$ cat src/rtl/enemy_controller_if.sv
// Command/status bundle between the software-facing interface block and one enemy slot.
// master drives commands and reads status; slave is the enemy_controller.
interface enemy_controller_if;
  logic       frame_tick;
  logic [2:0] dir;
  logic       spawn;
  logic [9:0] spawn_x;
  logic [9:0] spawn_y;
  logic [1:0] spawn_type;
  logic [1:0] spawn_hp;
  logic       hit;
  logic [9:0] Enemy_X;
  logic [9:0] Enemy_Y;
  logic       Enemy_Active;
  logic [1:0] Enemy_Type;
  logic [2:0] Enemy_Facing;
  logic       Enemy_Visible;
  logic       spawn_ack;

  modport master (
    output frame_tick, dir, spawn, spawn_x, spawn_y, spawn_type, spawn_hp, hit,
    input  Enemy_X, Enemy_Y, Enemy_Active, Enemy_Type, Enemy_Facing, Enemy_Visible, spawn_ack
  );

  modport slave (
    input  frame_tick, dir, spawn, spawn_x, spawn_y, spawn_type, spawn_hp, hit,
    output Enemy_X, Enemy_Y, Enemy_Active, Enemy_Type, Enemy_Facing, Enemy_Visible, spawn_ack
  );
endinterface

$ cat src/rtl/enemy_controller.sv
// Per-enemy motion and life-cycle engine; position/state advance once per frame_tick.
//
// state    | meaning
// INACTIVE | slot free, waiting for spawn
// ALIVE    | moves on dir each frame, collidable
// HURT     | knocked back opposite Facing, invulnerable, flickers
// DYING    | frozen death animation, then back to INACTIVE
module enemy_controller #(
  parameter logic [9:0] START_X      = 10'd0,
  parameter logic [9:0] START_Y      = 10'd0,
  parameter logic [9:0] STEP         = 10'd1,
  parameter logic [9:0] X_MIN        = 10'd0,
  parameter logic [9:0] X_MAX        = 10'd623,
  parameter logic [9:0] Y_MIN        = 10'd0,
  parameter logic [9:0] Y_MAX        = 10'd463,
  parameter logic [3:0] HURT_FRAMES  = 4'd8,
  parameter logic [4:0] DYING_FRAMES = 5'd16
) (
  input  logic               clk,
  input  logic               reset,
  enemy_controller_if.slave  bus
);

  typedef enum logic [1:0] {INACTIVE, ALIVE, HURT, DYING} state_t;

  state_t     state, state_nxt;
  logic [9:0] x_q, x_nxt, y_q, y_nxt;
  logic [2:0] face_q, face_nxt;
  logic [1:0] type_q, type_nxt;
  logic [1:0] hp_q, hp_nxt;
  logic [4:0] cnt_q, cnt_nxt;
  logic       ack_q, ack_nxt;
  logic       move_en;
  logic [2:0] move_dir;

  // 11-bit compares so the bound +/- STEP never wraps
  function automatic logic [9:0] dec_clamp(input logic [9:0] v, input logic [9:0] lo);
    logic [10:0] lim;
    lim = {1'b0, lo} + {1'b0, STEP};
    if ({1'b0, v} < lim) return lo;
    return v - STEP;
  endfunction

  function automatic logic [9:0] inc_clamp(input logic [9:0] v, input logic [9:0] hi);
    logic [10:0] sum;
    sum = {1'b0, v} + {1'b0, STEP};
    if (sum > {1'b0, hi}) return hi;
    return sum[9:0];
  endfunction

  function automatic logic [9:0] clamp(input logic [9:0] v, input logic [9:0] lo,
                                       input logic [9:0] hi);
    if (v < lo) return lo;
    if (v > hi) return hi;
    return v;
  endfunction

  function automatic logic [2:0] opposite(input logic [2:0] d);
    case (d)
      3'd1:    return 3'd2;
      3'd2:    return 3'd1;
      3'd3:    return 3'd4;
      3'd4:    return 3'd3;
      default: return 3'd0;
    endcase
  endfunction

  always_ff @(posedge clk) begin
    if (reset) begin
      state  <= INACTIVE;
      x_q    <= START_X;
      y_q    <= START_Y;
      face_q <= 3'd2;
      type_q <= 2'd0;
      hp_q   <= 2'd0;
      cnt_q  <= 5'd0;
      ack_q  <= 1'b0;
    end else begin
      state  <= state_nxt;
      x_q    <= x_nxt;
      y_q    <= y_nxt;
      face_q <= face_nxt;
      type_q <= type_nxt;
      hp_q   <= hp_nxt;
      cnt_q  <= cnt_nxt;
      ack_q  <= ack_nxt;
    end
  end

  always_comb begin
    state_nxt = state;
    x_nxt     = x_q;
    y_nxt     = y_q;
    face_nxt  = face_q;
    type_nxt  = type_q;
    hp_nxt    = hp_q;
    cnt_nxt   = cnt_q;
    ack_nxt   = 1'b0;
    move_en   = 1'b0;
    move_dir  = 3'd0;

    case (state)
      INACTIVE: begin
        if (bus.spawn) begin
          x_nxt     = clamp(bus.spawn_x, X_MIN, X_MAX);
          y_nxt     = clamp(bus.spawn_y, Y_MIN, Y_MAX);
          type_nxt  = bus.spawn_type;
          hp_nxt    = (bus.spawn_hp == 2'd0) ? 2'd1 : bus.spawn_hp;
          face_nxt  = 3'd2;
          ack_nxt   = 1'b1;
          state_nxt = ALIVE;
        end
      end
      ALIVE: begin
        // hit outranks a coincident frame_tick: no move that cycle
        if (bus.hit) begin
          hp_nxt = hp_q - 2'd1;
          if (hp_q <= 2'd1) begin
            state_nxt = DYING;
            cnt_nxt   = DYING_FRAMES - 5'd1;
          end else begin
            state_nxt = HURT;
            cnt_nxt   = {1'b0, HURT_FRAMES - 4'd1};
          end
        end else if (bus.frame_tick && bus.dir >= 3'd1 && bus.dir <= 3'd4) begin
          move_en  = 1'b1;
          move_dir = bus.dir;
          face_nxt = bus.dir;
        end
      end
      HURT: begin
        if (bus.frame_tick) begin
          move_en  = 1'b1;
          move_dir = opposite(face_q);
          if (cnt_q == 5'd0) state_nxt = ALIVE;
          else               cnt_nxt   = cnt_q - 5'd1;
        end
      end
      DYING: begin
        if (bus.frame_tick) begin
          if (cnt_q == 5'd0) state_nxt = INACTIVE;
          else               cnt_nxt   = cnt_q - 5'd1;
        end
      end
      default: state_nxt = INACTIVE;
    endcase

    if (move_en) begin
      case (move_dir)
        3'd1:    y_nxt = dec_clamp(y_q, Y_MIN);
        3'd2:    y_nxt = inc_clamp(y_q, Y_MAX);
        3'd3:    x_nxt = dec_clamp(x_q, X_MIN);
        3'd4:    x_nxt = inc_clamp(x_q, X_MAX);
        default: ;
      endcase
    end
  end

  assign bus.Enemy_X       = x_q;
  assign bus.Enemy_Y       = y_q;
  assign bus.Enemy_Type    = type_q;
  assign bus.Enemy_Facing  = face_q;
  assign bus.spawn_ack     = ack_q;
  assign bus.Enemy_Active  = (state == ALIVE) || (state == HURT);
  assign bus.Enemy_Visible = (state == ALIVE) ? 1'b1 :
                             ((state == HURT) || (state == DYING)) ? cnt_q[1] : 1'b0;

endmodule

$ cat src/flat_wrapper.sv
// flat-port wrapper written by rule: the top's interface ports become plain ports
module enemy_controller_flat 
#(
  parameter logic [9:0] START_X      = 10'd0,
  parameter logic [9:0] START_Y      = 10'd0,
  parameter logic [9:0] STEP         = 10'd1,
  parameter logic [9:0] X_MIN        = 10'd0,
  parameter logic [9:0] X_MAX        = 10'd623,
  parameter logic [9:0] Y_MIN        = 10'd0,
  parameter logic [9:0] Y_MAX        = 10'd463,
  parameter logic [3:0] HURT_FRAMES  = 4'd8,
  parameter logic [4:0] DYING_FRAMES = 5'd16
)
  (clk, reset, bus_frame_tick, bus_dir, bus_spawn, bus_spawn_x, bus_spawn_y, bus_spawn_type, bus_spawn_hp, bus_hit, bus_Enemy_X, bus_Enemy_Y, bus_Enemy_Active, bus_Enemy_Type, bus_Enemy_Facing, bus_Enemy_Visible, bus_spawn_ack);
  enemy_controller_if bus_i ();
  input  logic clk;
  input  logic reset;
  input wire logic [$bits(bus_i.frame_tick)-1:0] bus_frame_tick;
  input wire logic [$bits(bus_i.dir)-1:0] bus_dir;
  input wire logic [$bits(bus_i.spawn)-1:0] bus_spawn;
  input wire logic [$bits(bus_i.spawn_x)-1:0] bus_spawn_x;
  input wire logic [$bits(bus_i.spawn_y)-1:0] bus_spawn_y;
  input wire logic [$bits(bus_i.spawn_type)-1:0] bus_spawn_type;
  input wire logic [$bits(bus_i.spawn_hp)-1:0] bus_spawn_hp;
  input wire logic [$bits(bus_i.hit)-1:0] bus_hit;
  output wire logic [$bits(bus_i.Enemy_X)-1:0] bus_Enemy_X;
  output wire logic [$bits(bus_i.Enemy_Y)-1:0] bus_Enemy_Y;
  output wire logic [$bits(bus_i.Enemy_Active)-1:0] bus_Enemy_Active;
  output wire logic [$bits(bus_i.Enemy_Type)-1:0] bus_Enemy_Type;
  output wire logic [$bits(bus_i.Enemy_Facing)-1:0] bus_Enemy_Facing;
  output wire logic [$bits(bus_i.Enemy_Visible)-1:0] bus_Enemy_Visible;
  output wire logic [$bits(bus_i.spawn_ack)-1:0] bus_spawn_ack;
  assign bus_i.frame_tick = bus_frame_tick;
  assign bus_i.dir = bus_dir;
  assign bus_i.spawn = bus_spawn;
  assign bus_i.spawn_x = bus_spawn_x;
  assign bus_i.spawn_y = bus_spawn_y;
  assign bus_i.spawn_type = bus_spawn_type;
  assign bus_i.spawn_hp = bus_spawn_hp;
  assign bus_i.hit = bus_hit;
  assign bus_Enemy_X = bus_i.Enemy_X;
  assign bus_Enemy_Y = bus_i.Enemy_Y;
  assign bus_Enemy_Active = bus_i.Enemy_Active;
  assign bus_Enemy_Type = bus_i.Enemy_Type;
  assign bus_Enemy_Facing = bus_i.Enemy_Facing;
  assign bus_Enemy_Visible = bus_i.Enemy_Visible;
  assign bus_spawn_ack = bus_i.spawn_ack;
  enemy_controller #(.START_X(START_X), .START_Y(START_Y), .STEP(STEP), .X_MIN(X_MIN), .X_MAX(X_MAX), .Y_MIN(Y_MIN), .Y_MAX(Y_MAX), .HURT_FRAMES(HURT_FRAMES), .DYING_FRAMES(DYING_FRAMES)) u_core (.clk(clk), .reset(reset), .bus(bus_i));
endmodule
$ cat config.mk
export PLATFORM = sky130hd
export DESIGN_NAME = enemy_controller_flat
export DESIGN_NICKNAME = d
export VERILOG_FILES = /design/src/rtl/enemy_controller_if.sv /design/src/rtl/enemy_controller.sv /design/src/flat_wrapper.sv
export SDC_FILE = /design/constraint.sdc
export NUM_CORES = 1
export LEC_CHECK = 0
export ABC_CLOCK_PERIOD_IN_PS = 5350
export BUFFER_PORTS_ARGS = -buffer_cell sky130_fd_sc_hd__buf_2
export CAP_MARGIN = 20
export CORE_MARGIN = 3
export CORE_UTILIZATION = 31
export CTS_BUF_LIST = sky130_fd_sc_hd__clkbuf_2 sky130_fd_sc_hd__clkbuf_4 sky130_fd_sc_hd__clkbuf_8
export CTS_CLUSTER_DIAMETER = 150
export DETAILED_ROUTE_END_ITERATION = 12
export GPL_TIMING_DRIVEN = 1
export PLACE_DENSITY = 0.58
export SKIP_CTS_REPAIR_TIMING = 1
export SYNTH_ARGS = -nofsm -noshare
export SYNTH_HDL_FRONTEND = slang
export SYNTH_SLANG_ARGS = --single-unit
$ cat constraint.sdc
create_clock -name clk -period 5.35 [get_ports clk]
set_input_delay 1.07 -clock clk [delete_from_list [all_inputs] [get_ports clk]]
set_output_delay 1.07 -clock clk [all_outputs]
set_load 0.02 [all_outputs]
# [Word-level counts from Yosys, hierarchy flattened]
# Index checks and enable logic that the tools add are counted.
[classes] n_addsub=6 magnitude_cmp=11 n_eq_ne=21 n_mux=83 bitwise=1 n_reduce_logical=16
[op_table] cell="$mux W10" count=22
[op_table] cell="$lt A10 B1 Y1 const B" count=4
[op_table] cell="$pmux W10 S2" count=2
[op_table] cell="$mux W1" count=33
[op_table] cell="$add A10 B1 Y11 const B" count=2
[op_table] cell="$sub A10 B1 Y10 const B" count=2
[op_table] cell="$mux W2" count=9
[op_table] cell="$mux W3" count=6
[op_table] cell="$mux W5" count=3
[op_table] cell="$eq A3 B2 Y1 const B" count=4
[op_table] cell="$ne A2 B2 Y1 const B" count=6
[op_table] cell="$pmux W3 S2" count=2
[op_table] cell="$pmux W3 S4" count=1
[op_table] cell="$gt A11 B10 Y1 const B" count=1
[op_table] cell="$gt A11 B9 Y1 const B" count=1
[op_table] cell="$gt A10 B10 Y1 const B" count=1
[op_table] cell="$gt A10 B9 Y1 const B" count=1
[op_table] cell="$pmux W5 S2" count=1
[op_table] cell="$ne A2 B1 Y1 const B" count=4
[op_table] cell="$pmux W2 S4" count=1
[op_table] cell="$reduce_and A4 Y1" count=2
[op_table] cell="$eq A3 B1 Y1 const B" count=2
[op_table] cell="$eq A3 B3 Y1 const B" count=2
[op_table] cell="$reduce_and A6 Y1" count=1
[op_table] cell="19 further kinds" count=25
[totals] regBits=35 input_bits=32 out_inout_bits=28 wordCells=146

# [Depth between registers and ports, before layout]
# Gate-level depths: netlist of run 1.
[logic_depth] word_depth=13 mapped_depth=11 mapped_depth_nobuf=9

# [Worst setup path before layout of run 1]
# OpenSTA, ideal clock, no wires.
[synth_path] kind="input to register" from="in bus_frame_tick" to="reg u_core.y_q[3], in the netlist u_core.bus.Enemy_Y[3]" setup_ns=0.075 t_arrival_ns=2.810 required_time_ns=5.275 path_slack_ns=2.466 stages=8 n_path_buf=1 path_cell_list="and4b_1 -> a221o_1 -> nor3_1 -> o21ai_0 -> clkbuf_1 -> o221ai_1 -> o21ai_0 -> a31oi_1"
[synth_via] elab_chain_len=8 elab_cells_between_ends=14 cone_classes="2 x eq/ne; 10 x mux; 2 x reduce/logical"
[synth_lines] element="start, declared" line="flat_wrapper.sv:18" text="input wire logic [$bits(bus_i.frame_tick)-1:0] bus_frame_tick;"
[synth_lines] element="$logic_and A1 B1 Y1 (2 in a row)" line="enemy_controller.sv:125" text="end else if (bus.frame_tick && bus.dir >= 3'd1 && bus.dir <= 3'd4) begin"
[synth_lines] element="$mux W3" line="enemy_controller.sv:125"
[synth_lines] element="$mux W3" line="enemy_controller.sv:116" text="if (bus.hit) begin"
[synth_lines] element="$pmux W3 S2" line="enemy_controller.sv:102" text="case (state)"
[synth_lines] element="$eq A3 B2 Y1 or $eq A3 B1 Y1 (tied branches)"
[synth_lines] element="$pmux W10 S2" line="enemy_controller.sv:149" text="case (move_dir)"
[synth_lines] element="$mux W10 *" line="enemy_controller.sv:148" text="if (move_en) begin"
[synth_lines] element="end signal, assigned" line="enemy_controller.sv:81" text="y_q <= y_nxt;"
[synth_lines] element="end, declared" line="enemy_controller.sv:27" text="logic [9:0] x_q, x_nxt, y_q, y_nxt;"
# Mark *: on every way between the ends. The rest lies on a longest branch, timed or not.
# A chain may end at the register's enable or synchronous reset.

# [Worst setup path after layout of run 1]
[layout_path] from="reg u_core.x_q[1], in the netlist u_core.bus.Enemy_X[1]" to="reg u_core.x_q[6], in the netlist u_core.bus.Enemy_X[6]"
[layout_via] elab_chain_len=8 elab_cells_between_ends=14 cone_classes="2 x add/sub; 2 x order compare; 10 x mux"
[layout_lines] element="start, declared" line="enemy_controller.sv:27"
[layout_lines] element="start signal, assigned" line="enemy_controller.sv:80" text="x_q <= x_nxt;"
[layout_lines] element="$add A10 B1 Y11" line="enemy_controller.sv:46" text="sum = {1'b0, v} + {1'b0, STEP};"
[layout_lines] element="$gt A11 B10 Y1" line="enemy_controller.sv:47" text="if (sum > {1'b0, hi}) return hi;"
[layout_lines] element="$mux W1" line="enemy_controller.sv:47"
[layout_lines] element="$mux W1" line="enemy_controller.sv:149"
[layout_lines] element="$mux W1" line="enemy_controller.sv:148"
[layout_lines] element="$mux W10" line="enemy_controller.sv:48" text="return sum[9:0];"
[layout_lines] element="$pmux W10 S2 *" line="enemy_controller.sv:149"
[layout_lines] element="$mux W10 *" line="enemy_controller.sv:148"
# Mark *: on every way between the ends. The rest lies on a longest branch, timed or not. The select of a mux whose other input is x is not followed.

==> out/qor_table.md, run 1 <==
| Item | Reported |
| --- | --- |
| Least-Margin Pin Slew | 886 ps |
| Maximum vdd drop | 0.144 mV |
| Proportion of power drawn by combinational gates | 52.0% |
| Number of storage elements in the synthesis netlist | 35 |
| Status | complete, no violations |
| Port buffer count | 59 |
| Number of warning messages in the yosys log | 0 |
| Kind of start point of the critical path | flop |
| Switching fraction of total power | 46.8% |
| Area share of the leading cell type in the synthesized netlist | 22.2% |
| Synth-to-layout area growth | 14.7% |
| R2r startpoint | u_core.bus.Enemy_X[1]$_SDFF_PP0_ |
| Largest cells by area after synthesis | sky130_fd_sc_hd__dfxtp_1 22%, sky130_fd_sc_hd__nor2_1 5.9%, sky130_fd_sc_hd__a21oi_1 5.4%, sky130_fd_sc_hd__ha_1 5.1%, sky130_fd_sc_hd__nand2_1 4.3% |
| Average vias per placed instance | 5.55 |
| Number of nets in the layout | 528 |
| Synth area leader | sky130_fd_sc_hd__dfxtp_1 |
| Antenna violations before repair | 0 |
| Stages on worst setup path | 8 |
| Minimum setup slack among reg-to-reg paths | 2270 ps |
| Remaining global-route overflow | 0 |
| Starting density of the core | 32.1% |
| Mapped cell area | 3160 sq um |
| Overall fraction of global-route tracks in use | 16.1% |
| Slowest stage cell, crit path | sky130_fd_sc_hd__or4b_1 |
| Die X | 107 microns |
| Final setup TNS | 0 ps |
| HPWL after detailed placement | 6800 microns |
| R2R Path End | u_core.bus.Enemy_X[6]$_SDFF_PP0_ |
| Power Dens Cells | 422 nW/um^2 |
| Synth Instances | 447 |
| Avg Cell Area, Syn | 7.07 sq um |
| Share of synthesized area occupied by flip-flops and latches | 22.2% |
| Number of optimization iterations in the first detailed-route pass | 4 |
| Switching Power | 0.716 mW |
| Synthesized Nets | 492 |
| Clock tree root buffer cell | sky130_fd_sc_hd__clkbuf_8 |
| DRC errors left | 0 |
| CTS H-tree depth | 2 |
| Share of flip-flops with an asynchronous set or reset | 0% |
| Critical path required time | 5570 ps |
| Critical path capture point type | flop |
| Max Clock Skew | 5.01 ps |
| Max-capacitance violation count | 0 |
| Total power | 1.53 mW |
| Number of max-slew violations in the final report | 0 |
| CTS sink count | 35 |
| Fraction of layout cells with a size suffix above 1 | 16.7% |
| Capture point of the critical path | u_core.bus.Enemy_X[6]$_SDFF_PP0_ |
| Critical path buffers and inverters | 0 |
| Hold Path Class | flop to flop |
| Placed Instance Area | 3510 sq um |
| Final critical-path required period | 3080 ps |
| Arrival time worst endpoint | 3310 ps |
| Worst r2r path cells | 8 |
| Setup crit start | u_core.bus.Enemy_X[1]$_SDFF_PP0_ |
| Number of vias after detailed routing | 3,422 |
| Maximum root-to-sink buffer count | 2 |
| Average wire length per cell after detail routing | 15.2 microns |
| Top FF cell, synth | sky130_fd_sc_hd__dfxtp_1 |
| Number of standard-cell rows in the floorplan | 36 |
| Biggest fanout along the worst timing path | 10 |
| Ordered list of cells on the worst path | ha_1 -> nand4_1 -> or4_1 -> a311o_1 -> or4b_1 -> a31oi_1 -> nor3_1 -> nor3_2 |
| Number of hold violations in the final report | 0 |
| Clock latency on the worst-skew pair | 290 ps |
| Setup Crit Path Kind | flop to flop |
| Via count of the first global-routing pass | 3,094 |
| F_max | 324 MHz |
| Design internal power | 0.815 mW |
| Number of enable flip-flop cells after synthesis | 0 |
| Number of failing setup endpoints in the final timing report | 0 |
| Total inserted antenna cells | 0 |
| CTS tree | built |
| LEAKAGE | 1.39 nW |
| Final instance area | 3630 sq um |
| Routability congestion estimate | 0.821 |
| Die footprint | 11,400 sq um |
| Total I/O pin count | 60 |
| Sequential group share of total power | 31.0% |
| Initial DRC count | 256 |
| Share of the clock period used by the worst path | 57.6% |
| Maximum number of pins on one net before global-route repair | 36 |
| Distinct cell type count after synthesis | 65 |
| Antenna-violating nets left | 0 |
| Die Ht | 107 microns |
| TritonCTS buffer count | 5 |
| Setup repair after global routing missed its margin | false |
| Routed wire length | 9390 microns |
| Crit-path leading delay family | simple AND/OR/NAND/NOR gates |
| Placeable core area | 9860 sq um |
| Clock group share of total power | 17.0% |
| CP max stage delay | 550 ps |
| Wire length of the first global-routing pass | 15,100 microns |
| CTS clk-pin slew, worst paths | 80 ps |
| Max_slew headroom | 40.8% |
layout by cell type, fill, tap and decap left out, types with 5 or more instances in the layout:
| master | instances |
|---|---|
| sky130_fd_sc_hd__clkbuf_8 | 6 |
| sky130_fd_sc_hd__a41oi_1 | 5 |
| sky130_fd_sc_hd__xnor2_1 | 13 |
| sky130_fd_sc_hd__nor3_1 | 26 |
| sky130_fd_sc_hd__nor2b_1 | 5 |
| sky130_fd_sc_hd__a31oi_1 | 6 |
| sky130_fd_sc_hd__and2_1 | 6 |
| sky130_fd_sc_hd__a211oi_1 | 5 |
| sky130_fd_sc_hd__o21ai_0 | 23 |
| sky130_fd_sc_hd__o221ai_1 | 5 |
| sky130_fd_sc_hd__mux2i_1 | 5 |
| sky130_fd_sc_hd__xor2_1 | 7 |
| sky130_fd_sc_hd__ha_1 | 13 |
| sky130_fd_sc_hd__o22ai_1 | 5 |
| sky130_fd_sc_hd__dfxtp_1 | 35 |
| sky130_fd_sc_hd__nor2_1 | 50 |
| sky130_fd_sc_hd__and3_1 | 5 |
| sky130_fd_sc_hd__nand2_1 | 36 |
| sky130_fd_sc_hd__inv_1 | 19 |
| sky130_fd_sc_hd__nand3_1 | 19 |
| sky130_fd_sc_hd__or3_1 | 10 |
| sky130_fd_sc_hd__buf_2 | 59 |
| sky130_fd_sc_hd__nor4b_1 | 5 |
| sky130_fd_sc_hd__a21oi_1 | 34 |
| sky130_fd_sc_hd__nand2b_1 | 9 |
metrics by stage:
stage          util, %  setup slack [ps]  cells  hold slack, ps
2_1_floorplan        -              2470    447             489
3_3_place_gp      35.6              2090    609             443
3_5_place_dp      35.6              2030    609             448
4_1_cts           36.8              2300    617             462
5_1_grt           36.8              2010    617             479
6_report          36.8              2270    617             457
flip-flops by register name, indices dropped and copies added (netlist names):
| signal | count |
|---|---|
| u_core.bus.spawn_ack | 1 |
| u_core.bus.Enemy_Y | 10 |
| u_core.cnt_q | 5 |
| u_core.bus.Enemy_Type | 2 |
| u_core.bus.Enemy_X | 10 |
| u_core.hp_q | 2 |
| u_core.bus.Enemy_Facing | 3 |
| u_core.state | 2 |
Yosys cell counts (4+ instances only):
master / count
sky130_fd_sc_hd__xnor2_1: 13
sky130_fd_sc_hd__nand2b_1: 9
sky130_fd_sc_hd__a22oi_1: 4
sky130_fd_sc_hd__clkbuf_1: 28
sky130_fd_sc_hd__nor3_1: 26
sky130_fd_sc_hd__a41oi_1: 5
sky130_fd_sc_hd__nand3b_1: 4
sky130_fd_sc_hd__xor2_1: 7
sky130_fd_sc_hd__o221ai_1: 5
sky130_fd_sc_hd__inv_1: 19
sky130_fd_sc_hd__dfxtp_1: 35
sky130_fd_sc_hd__and3_1: 5
sky130_fd_sc_hd__nand3_1: 19
sky130_fd_sc_hd__nor4b_1: 5
sky130_fd_sc_hd__nor2_1: 50
sky130_fd_sc_hd__a21oi_1: 34
sky130_fd_sc_hd__a211oi_1: 5
sky130_fd_sc_hd__or3_1: 10
sky130_fd_sc_hd__mux2i_1: 5
sky130_fd_sc_hd__o32ai_1: 4
sky130_fd_sc_hd__a31oi_1: 6
sky130_fd_sc_hd__nand2_1: 36
sky130_fd_sc_hd__ha_1: 13
sky130_fd_sc_hd__o21ai_0: 23
sky130_fd_sc_hd__o22ai_1: 5
sky130_fd_sc_hd__nor2b_1: 5
sky130_fd_sc_hd__and2_1: 6
final cells by class:
| type | instances | area [sq um] |
|---|---|---|
| Inverter | 19 | 71.3 |
| Clock inverter | 2 | 35.0 |
| Sequential cell | 35 | 701 |
| Clock buffer | 6 | 82.6 |
| Fill cell | 1060 | 6240 |
| Timing Repair Buffer | 60 | 303 |
| Tap cell | 133 | 166 |
| Multi-Input combinational cell | 362 | 2270 |
how the worst min path moves through the flow:
| stage | cells after the start | end | start |
|---|---|---|---|
| after floorplan | 2 | u_core.hp_q[1]$_SDFFE_PP0P_ | u_core.hp_q[1]$_SDFFE_PP0P_ |
| after global placement | 2 | u_core.bus.Enemy_Type[1]$_SDFFE_PP0P_ | u_core.bus.Enemy_Type[1]$_SDFFE_PP0P_ |
| after detailed placement | 2 | u_core.bus.Enemy_Type[0]$_SDFFE_PP0P_ | u_core.bus.Enemy_Type[0]$_SDFFE_PP0P_ |
| after CTS | 2 | u_core.bus.Enemy_Type[1]$_SDFFE_PP0P_ | u_core.bus.Enemy_Type[1]$_SDFFE_PP0P_ |
| after global routing | 2 | u_core.bus.Enemy_Type[0]$_SDFFE_PP0P_ | u_core.bus.Enemy_Type[0]$_SDFFE_PP0P_ |
| final | 2 | u_core.bus.Enemy_Type[1]$_SDFFE_PP0P_ | u_core.bus.Enemy_Type[1]$_SDFFE_PP0P_ |
power groups by stage:
stage	logic, mW	clock network [mW]	registers, mW
2_1_floorplan	0.630	0	0.449
3_3_place_gp	0.789	0	0.476
3_5_place_dp	0.797	0	0.479
4_1_cts	0.802	0.267	0.472
5_1_grt	0.897	0.280	0.492
6_report	0.796	0.260	0.475
metal layers:
layer / share of wire (%) / GRT usage [%] / vias up
met3: 5.1 / 2.83 / 15
met4: 2.1 / 5.75 / 0
met1: 49 / 22.6 / 1604
met5: 0 / 0 / -
met2: 44 / 24.8 / 98
li1: - / - / 1705
worst register-to-register path: cells and delay by family (launching register included):
| kind | cells | cell delay (ps) |
|---|---|---|
| compound gates | 2 | 630 |
| fa+ha+maj | 1 | 420 |
| simple gates | 5 | 1450 |
| flops | 1 | 520 |
cells by family after synthesis:
group,Yosys count,synth area share (%)
and+or+nand+nor,200,32.9
AOI/OAI and AO/OA,123,26.2
buffers and inverters,50,6.13
DFF,35,22.2
xor gates and xnor gates,20,5.54
adders and majority gates,13,5.14
muxes,6,1.94
(Power assumes the default switching activity.)
==> inputs of run 2 (changes only) <==
--- a/config.mk
+++ b/config.mk
@@ -5,7 +5,7 @@
 export SDC_FILE = /design/constraint.sdc
 export NUM_CORES = 1
 export LEC_CHECK = 0
-export ABC_CLOCK_PERIOD_IN_PS = 5350
+export ABC_CLOCK_PERIOD_IN_PS = 2900
 export BUFFER_PORTS_ARGS = -buffer_cell sky130_fd_sc_hd__buf_2
 export CAP_MARGIN = 20
 export CORE_MARGIN = 3
==> constraint.sdc (replaced) <==
create_clock -name clk -period 2.9 [get_ports clk]
set_input_delay 0.58 -clock clk [delete_from_list [all_inputs] [get_ports clk]]
set_output_delay 0.58 -clock clk [all_outputs]
set_load 0.02 [all_outputs]
==> run 2 against run 1 <==
Effect of this change:
- die area did not move
- sequential power grew 70%
- critical path depth did not move
- final cell count increased by 2.9%
- power increased by 89%
- worst hold slack got worse by 2.5 ps
- worst setup slack lost 2100 ps
- routed wire length increased by 0.83%
- fmax up 15%
- non-clock buffer count is 18 higher
- critical path type unchanged
- largest cell class unchanged
- largest power group unchanged
- highest routed layer unchanged
==> out/qor_table.md, run 2 (synthesized netlist as in run 1, its figures left out) <==
| Item | Reported | Change |
| --- | --- | --- |
| Placement Setup Slack | 255 ps | was 2030 ps |
| Clock latency on the worst-skew pair | 290 ps | about the same |
| Number of vias after detailed routing | 3,478 | was 3,422 |
| Setup Crit Path Kind | flop to flop | unchanged |
| Critical path required time | 3110 ps | was 5570 ps |
| Commonest non-fill, non-tap cell in the layout | sky130_fd_sc_hd__buf_2 | unchanged |
| Share of the clock period used by the worst path | 92.6% | was 57.6% |
| Worst r2r path cells | 8 | unchanged |
| Placed Instance Area | 3640 sq um | was 3510 sq um |
| Final cell utilization of the core | 38.2% | was 36.8% |
| Die footprint | 11,400 sq um | unchanged |
| Antenna-violating nets left | 0 | unchanged |
| Maximum number of pins on one net before global-route repair | 36 | unchanged |
| Biggest fanout along the worst timing path | 10 | unchanged |
| Commonest cells after routing, fill and taps aside | 59 x sky130_fd_sc_hd__buf_2, 50 x sky130_fd_sc_hd__nor2_1, 36 x sky130_fd_sc_hd__nand2_1 | unchanged |
| Maximum vdd drop | 0.294 mV | was 0.144 mV |
| Least-Margin Pin Slew | 726 ps | was 886 ps |
| Critical path capture point type | flop | unchanged |
| Setup repair after global routing missed its margin | false | unchanged |
| Crit-path leading delay family | simple AND/OR/NAND/NOR gates | unchanged |
| Wire length of the first global-routing pass | 15,500 microns | was 15,100 microns |
| Overall fraction of global-route tracks in use | 16.4% | was 16.1% |
| CTS clk-pin slew, worst paths | 80 ps | about the same |
| Critical path buffers and inverters | 0 | unchanged |
| Area taken by flip-flops and latches | 702 sq um | was 701 sq um |
| Routed wire length | 9470 microns | was 9390 microns |
| HPWL after detailed placement | 7190 microns | was 6800 microns |
| Kind of start point of the critical path | flop | unchanged |
| Die X | 107 microns | unchanged |
| Routability congestion estimate | 0.871 | was 0.821 |
| CTS tree | built | unchanged |
| Total I/O pin count | 60 | unchanged |
| Capture point of the critical path | u_core.bus.Enemy_X[7]$_SDFF_PP0_ | was u_core.bus.Enemy_X[6]$_SDFF_PP0_ |
| Area of the multi-input gates | 2270 sq um | about the same |
| R2R Path End | u_core.bus.Enemy_X[7]$_SDFF_PP0_ | was u_core.bus.Enemy_X[6]$_SDFF_PP0_ |
| Antenna violations before repair | 0 | unchanged |
| CTS H-tree depth | 2 | unchanged |
| Number of failing setup endpoints in the final timing report | 0 | unchanged |
| Clock tree root buffer cell | sky130_fd_sc_hd__clkbuf_8 | unchanged |
| CTS sink count | 35 | unchanged |
| Max Clock Skew | 6.15 ps | was 5.01 ps |
| Average wire length per cell after detail routing | 14.9 microns | was 15.2 microns |
| Min setup slack post-route | 215 ps | was 2270 ps |
| Fraction of layout cells with a size suffix above 1 | 20.1% | was 16.7% |
| F_max | 372 MHz | was 324 MHz |
| Status | complete, no violations | unchanged |
| Initial DRC count | 214 | was 256 |
| Final instance area | 3760 sq um | was 3630 sq um |
| Hold Crit Start | u_core.bus.Enemy_Type[1]$_SDFFE_PP0P_ | unchanged |
| Remaining global-route overflow | 0 | unchanged |
| Hold Path Class | flop to flop | unchanged |
| Slowest stage cell, crit path | sky130_fd_sc_hd__dfxtp_1 | was sky130_fd_sc_hd__or4b_1 |
| DRC errors left | 0 | unchanged |
| R2r startpoint | u_core.bus.Enemy_X[0]$_SDFF_PP0_ | was u_core.bus.Enemy_X[1]$_SDFF_PP0_ |
| Port buffer count | 59 | unchanged |
| Via count of the first global-routing pass | 3,216 | was 3,094 |
| Maximum root-to-sink buffer count | 2 | unchanged |
| Placeable core area | 9860 sq um | unchanged |
| TritonCTS buffer count | 5 | unchanged |
| Fill cell count | 1,070 | was 1,060 |
| Number of standard-cell rows in the floorplan | 36 | unchanged |
| Die Ht | 107 microns | unchanged |
| Minimum setup slack among reg-to-reg paths | 210 ps | was 2270 ps |
| Final setup TNS | 0 ps | unchanged |
| Starting density of the core | 32.1% | unchanged |
| Stages on worst setup path | 8 | unchanged |
| Synth-to-layout area growth | 19.1% | was 14.7% |
| Total inserted antenna cells | 0 | unchanged |
| Ordered list of cells on the worst path | ha_1 -> nand4_1 -> or4_1 -> and3_2 -> a22oi_1 -> nand2_1 -> or3_1 -> a21oi_1 | was ha_1 -> nand4_1 -> or4_1 -> a311o_1 -> or4b_1 -> a31oi_1 -> nor3_1 -> nor3_2 |
| CP max stage delay | 500 ps | was 550 ps |
| Number of hold violations in the final report | 0 | unchanged |
| Setup crit start | u_core.bus.Enemy_X[0]$_SDFF_PP0_ | was u_core.bus.Enemy_X[1]$_SDFF_PP0_ |
| Number of nets in the layout | 546 | was 528 |
| LEAKAGE | 1.48 nW | was 1.39 nW |
| Power Dens Cells | 767 nW/um^2 | was 422 nW/um^2 |
| Arrival time worst endpoint | 2900 ps | was 3310 ps |
| Max_slew headroom | 51.6% | was 40.8% |
| Number of optimization iterations in the first detailed-route pass | 4 | unchanged |
| Min Hold Slack | 455 ps | was 457 ps |
| Number of max-slew violations in the final report | 0 | unchanged |
| Final critical-path required period | 2690 ps | was 3080 ps |
| Max-capacitance violation count | 0 | unchanged |
| Average vias per placed instance | 5.48 | was 5.55 |
-- run 2: through the flow --
stage	power, mW	cells
floorplan	1.99	447
global placement	2.41	627
detailed placement	2.43	627
CTS	2.90	635
global route	3.15	635
finish	2.89	635
-- run 2: cell type report --
type	instances	area share (%)
clock buffer	5	1.83
clock inverter	3	1.16
inverter	19	1.89
multi-input combinational	362	60.4
sequential	35	18.6
tap	133	4.42
timing repair buffer	78	11.6
-- run 2: worst min-delay path by stage --
| stage | to | slack (ps) | depth (start not counted) |
|---|---|---|---|
| floorplan | u_core.hp_q[1]$_SDFFE_PP0P_ | 490 | 2 |
| global placement | u_core.bus.Enemy_Type[0]$_SDFFE_PP0P_ | 440 | 2 |
| detailed placement | u_core.bus.Enemy_Type[1]$_SDFFE_PP0P_ | 450 | 2 |
| CTS | u_core.bus.Enemy_Type[1]$_SDFFE_PP0P_ | 460 | 2 |
| global route | u_core.bus.Enemy_Type[0]$_SDFFE_PP0P_ | 470 | 2 |
| finish | u_core.bus.Enemy_Type[1]$_SDFFE_PP0P_ | 450 | 2 |
-- run 2: per-layer routing --
metal / part of all wire (%) / global-route usage [%]
met2: 44 / 25.9
met4: 1.5 / 4.38
met5: 0 / 0
met3: 4.5 / 3.19
met1: 50 / 22.8
-- run 2: power breakdown --
| part | internal (mW) | switching, mW | total, mW |
|---|---|---|---|
| sequential | 0.619 | 0.189 | 0.808 |
| combinational | 0.669 | 0.954 | 1.62 |
| clock | 0.256 | 0.201 | 0.457 |
| total | 1.54 | 1.34 | 2.89 |
-- run 2: worst register-to-register path, delay by kind of cell, from the launching register on --
kind / cells / cell delay (ps)
AO/OA/AOI/OAI: 2 / 470
adder cells (fa/ha/maj): 1 / 230
AND/OR/NAND/NOR: 5 / 1410
flip-flops: 1 / 500
